**config.mk**
```make
export PLATFORM = sky130hd
export DESIGN_NAME = mem_bus_arbiter
export DESIGN_NICKNAME = d
export VERILOG_FILES = /design/src/rtl/mem_bus_arbiter.sv
export SDC_FILE = /design/constraint.sdc
export NUM_CORES = 1
export LEC_CHECK = 0
export CAP_MARGIN = 40
export CORE_MARGIN = 2
export CORE_UTILIZATION = 30
export CTS_BUF_LIST = sky130_fd_sc_hd__clkbuf_16
export CTS_CLUSTER_SIZE = 10
export DETAILED_ROUTE_END_ITERATION = 6
export PLACE_DENSITY = 0.82
export REMOVE_ABC_BUFFERS = 1
export SLEW_MARGIN = 20
export SYNTH_ARGS = -nofsm -noshare
export SYNTH_HDL_FRONTEND = slang
export SYNTH_SLANG_ARGS = --single-unit
```
**constraint.sdc**
```tcl
create_clock -name clk -period 3.6 [get_ports clk]
set_input_delay 0.72 -clock clk [delete_from_list [all_inputs] [get_ports clk]]
set_output_delay 0.72 -clock clk [all_outputs]
set_load 0.01 [all_outputs]
```
**src/rtl/mem_bus_arbiter.sv**
```systemverilog
// Arbitrates 4-beat block bursts from the instruction and data cache controllers
// onto a single external memory bus, alternating grants when both request.
module mem_bus_arbiter #(
  parameter int ADDRW = 32,
  parameter int DATAW = 32
) (
  input  logic             clk,
  input  logic             reset,
  input  logic             HRequestF,
  input  logic [ADDRW-1:0] HAddrF,
  input  logic             HRequestM,
  input  logic             HWriteM,
  input  logic [ADDRW-1:0] HAddrM,
  input  logic [DATAW-1:0] HWDataM,
  output logic             BusReadyF,
  output logic             BusReadyM,
  output logic [DATAW-1:0] HRData,
  output logic             HREQ,
  output logic             HWRITE,
  output logic [ADDRW-1:0] HADDR,
  output logic [DATAW-1:0] HWDATA,
  input  logic             HREADY,
  input  logic [DATAW-1:0] HRDATA
);

  typedef enum logic [1:0] {IDLE, FBURST, MBURST} state_t;

  state_t           state_q, state_d;
  logic [1:0]       beat_q, beat_d;
  logic             lastm_q, lastm_d;
  logic [ADDRW-5:0] gaddr_q, gaddr_d;
  logic             gwrite_q, gwrite_d;
  logic             granted_req;
  logic             unused_addr_lsbs;

  assign unused_addr_lsbs = ^{HAddrF[3:0], HAddrM[3:0]};

  always_ff @(posedge clk or negedge reset) begin
    if (!reset) begin
      state_q  <= IDLE;
      beat_q   <= '0;
      lastm_q  <= 1'b0;
      gaddr_q  <= '0;
      gwrite_q <= 1'b0;
    end else begin
      state_q  <= state_d;
      beat_q   <= beat_d;
      lastm_q  <= lastm_d;
      gaddr_q  <= gaddr_d;
      gwrite_q <= gwrite_d;
    end
  end

  always_comb begin
    state_d     = state_q;
    beat_d      = beat_q;
    lastm_d     = lastm_q;
    gaddr_d     = gaddr_q;
    gwrite_d    = gwrite_q;
    granted_req = 1'b0;
    BusReadyF   = 1'b0;
    BusReadyM   = 1'b0;
    HREQ        = 1'b0;
    HWRITE      = 1'b0;
    HADDR       = '0;
    HWDATA      = '0;
    case (state_q)
      IDLE: begin
        beat_d = '0;
        // On contention the data cache wins unless it was the last one served.
        if (HRequestM && (!HRequestF || !lastm_q)) begin
          state_d  = MBURST;
          gaddr_d  = HAddrM[ADDRW-1:4];
          gwrite_d = HWriteM;
          lastm_d  = 1'b1;
        end else if (HRequestF) begin
          state_d  = FBURST;
          gaddr_d  = HAddrF[ADDRW-1:4];
          gwrite_d = 1'b0;
          lastm_d  = 1'b0;
        end
      end
      FBURST, MBURST: begin
        granted_req = (state_q == MBURST) ? HRequestM : HRequestF;
        HREQ        = 1'b1;
        HWRITE      = gwrite_q;
        HADDR       = {gaddr_q, beat_q, 2'b00};
        HWDATA      = (state_q == MBURST) ? HWDataM : '0;
        if (!granted_req) begin
          state_d = IDLE;
          beat_d  = '0;
        end else if (HREADY) begin
          BusReadyF = (state_q == FBURST);
          BusReadyM = (state_q == MBURST);
          beat_d    = beat_q + 2'd1;
          if (beat_q == 2'd3) state_d = IDLE;
        end
      end
      default: state_d = IDLE;
    endcase
  end

  assign HRData = reset ? HRDATA : '0;

endmodule

```
==> metrics <==
post-synthesis adder-cell area fraction 2.15%; Worst Path Max Fanout 7; total negative slack 0 ns; Iter 0 DRT Violations 34; core region area 7610 um2; Synth Area in Simple Gates 32.1%; crit path to BusReadyF; largest net degree at the start of global routing 46; FF+latch count, synth 34; CTS H-tree lvls 2; run status completed; combinational power share 58.7%; # hold bufs at CTS 0; Initial Util 30.6%; CTS Buf Count 5; GPL Wtd Cong 0.773; PD cells 570 nW/um2; syn avg cell area 8.76 um2; min cycle time layout 3.22 ns; Switching Share 35.1%; fin nets 620; Total Routed Length 7850 um; internal power 1.78 mW; area grow syn2layout 106%; measured slew at the worst slew-check pin 0.659 ns; max-slew violations 0; Worst Hold Class flip-flop to flip-flop; number of global-route vias before repair 2481; Synth Area in Compound Gates 10.4%; slowest stage cell, crit path clkdlybuf4s50_1; Worst Path Buf+Inv 2; Final WS setup 0.378 ns; Hold Violations, Final 0; Vias 2588; # rows 32; origin of the critical flop-to-flop path state_q[0]$_DFFE_PN0P_; Worst R2R Path Depth 6; Setup CP Type input pin to primary output; Die X 92.1 um; RSZ-0062 raised after global routing false; CP Depth 5; Worst Setup SP HRequestM; GRT Util Overall 18.2%; maximum VDD drop 359 uV; Setup Viol. Count Final 0; Post-DP HPWL 6530 um; Synth Cell Area 2330 um2; Max Root-Sink Buffers 2; sequential element share of the synthesized area 36.5%; drc violations 0; main combinational cell family by area after synthesis simple AND/OR/NAND/NOR gates; multiplexer share of the synthesized area 12.9%; CTS sink count 34; Avg WL per Cell 13.4 um; most common cell after layout, fill and taps aside clkdlybuf4s50_1; die area 8490 um2; Yosys Warn Count 0; first-pass GRT wire length 12500 um; Flop pwr share 24.1%; fmax 310 MHz; Worst EP arrival 2.50 ns; most frequent cells in the layout 222 x clkdlybuf4s50_1, 96 x and2_1, 34 x dfrtp_1; Final Cell Area 4800 um2; Synth cell types 26; clock transition at the registers of the reported paths 0.05 ns; Detailed Routing Iterations Pass 1 4; cells after synthesis 266; CTS tree built; Worst slew margin 55.9%; r2r setup slk 1.54 ns; xor and xnor area share after synthesis 0%; clock skew 0.00274 ns; post-CTS sizing 0; Fill cells 657; Worst path most repeated cell clkdlybuf4s50_1; share of layout cells above drive strength 1 3.52%; initial antenna violation count 0; Die H 92.1 um; crit-path cells clkdlybuf4s50_1, mux2i_1, nor2_1, and2_1, clkdlybuf4s50_1; Psw 0.959 mW; crit start category input pin; final antenna-violating net count 0; MaxCap Viol Count 0; Ant. Diodes 0; clk root buf clkbuf_16; pre-CTS setup slack 0.394 ns; Crit. End Element primary output; CP top delay family buffers and inverters; worst reg2reg path endpoint state_q[0]$_DFFE_PN0P_; power share of the clock group 17.2%; Via density 4.42; num ports 234; port bufs 223; clock latency on the worst-skew pair 0.27 ns; placement-stage cell area 4630 um2; postcts setup bufs 0; Final Cycle Share 89.5%; max incr delay on CP 0.54 ns; GR Overflow Total 0; Critical Path RT 2.88 ns; Leakage Power 1.98 nW
[metrics by stage]
stage | util [%] | power [mW] | hold WS (ns) | cells
finish | 63.1 | 2.73 | 0.474 | 585
global route | 63.1 | 2.94 | 0.507 | 585
CTS | 63.1 | 2.78 | 0.479 | 585
detailed placement | 60.9 | 2.30 | 0.467 | 577
global placement | 60.9 | 2.25 | 0.458 | 577
floorplan | - | 1.41 | 0.424 | 246
[registers in the layout (all words and copies together) (netlist names)]
name	count
beat_q	2
gaddr_q	28
gwrite_q	1
state_q	2
lastm_q	1
[power by group through the flow]
| stage | Clock [mW] | Combinational [mW] | Sequential [mW] |
|---|---|---|---|
| 2_1_floorplan | 0 | 0.772 | 0.637 |
| 3_3_place_gp | 0 | 1.60 | 0.651 |
| 3_5_place_dp | 0 | 1.63 | 0.669 |
| 4_1_cts | 0.484 | 1.64 | 0.663 |
| 5_1_grt | 0.496 | 1.76 | 0.686 |
| 6_report | 0.471 | 1.60 | 0.660 |
[cells in the mapped netlist]
master	number	area (um2)
o22ai_1	2	12.5
a31oi_1	1	6.26
ha_1	4	50.1
conb_1	1	3.75
inv_1	3	11.3
nand2_1	31	116
o311ai_0	1	8.76
and2_1	96	601
o2bb2ai_1	1	8.76
a32o_1	1	10.0
clkbuf_1	12	45.0
o2111ai_1	1	8.76
or3_1	1	6.26
a21oi_1	1	5.00
dfrtp_1	34	851
nor2_1	3	11.3
nand2b_1	2	12.5
a21bo_2	1	10.0
a21boi_4	1	18.8
mux2_2	1	11.3
buf_4	3	22.5
o21ai_1	29	145
buf_2	2	10.0
a22o_1	1	8.76
mux2i_1	29	290
buf_6	4	45.0
[worst min-delay path by stage]
| stage | from | endpoint | slack [ns] | cells after the start |
|---|---|---|---|---|
| floorplan | reset | beat_q[0]$_DFFE_PN0P_ | 0.42 | 0 |
| global placement | gaddr_q[13]$_DFFE_PN0P_ | gaddr_q[13]$_DFFE_PN0P_ | 0.46 | 2 |
| detailed placement | gaddr_q[1]$_DFFE_PN0P_ | gaddr_q[1]$_DFFE_PN0P_ | 0.47 | 2 |
| CTS | gaddr_q[1]$_DFFE_PN0P_ | gaddr_q[1]$_DFFE_PN0P_ | 0.48 | 2 |
| global route | gaddr_q[19]$_DFFE_PN0P_ | gaddr_q[19]$_DFFE_PN0P_ | 0.51 | 2 |
| finish | gaddr_q[1]$_DFFE_PN0P_ | gaddr_q[1]$_DFFE_PN0P_ | 0.47 | 2 |
[worst reg2reg max path: cells and delay by family, from the launching register on]
family                   cells  cell delay [ns]
AO/OA/AOI/OAI                2             0.37
adder cells (fa/ha/maj)      1             0.51
buffers and inverters        2             0.40
flip-flops                   1             0.35
AND/OR/NAND/NOR              1             0.30
[cells by family (layout without fill, tap and decap cells)]
logic type / Yosys count / after routing
other: 1 / 2
muxes: 30 / 30
and+or+nand+nor: 133 / 133
DFF: 34 / 34
buffers and inverters: 24 / 240
adders and majority gates: 4 / 4
AOI/OAI and AO/OA: 40 / 40
[routing by layer]
layer  global-route usage [%]  routed length, um  up-vias  part of all wire (%)
met4                     3.61                 61        0                  0.78
met3                     5.83                715        6                   9.1
met5                        0                  0        -                     0
li1                         -                  -     1294                     -
met1                     20.1               2970     1170                    38
met2                     34.1               4110      118                    52
[cell type report]
type | instances | area, um2 | area share (%)
clock buffers | 5 | 125 | 2.61
flip-flops and latches | 34 | 851 | 17.7
repair buffers | 229 | 2280 | 47.6
well taps | 102 | 128 | 2.66
multi-input cells | 209 | 1360 | 28.4
clock inverters | 3 | 37.5 | 0.782
inverters | 3 | 11.3 | 0.235
Note: power is estimated with default switching activity, not from simulation.
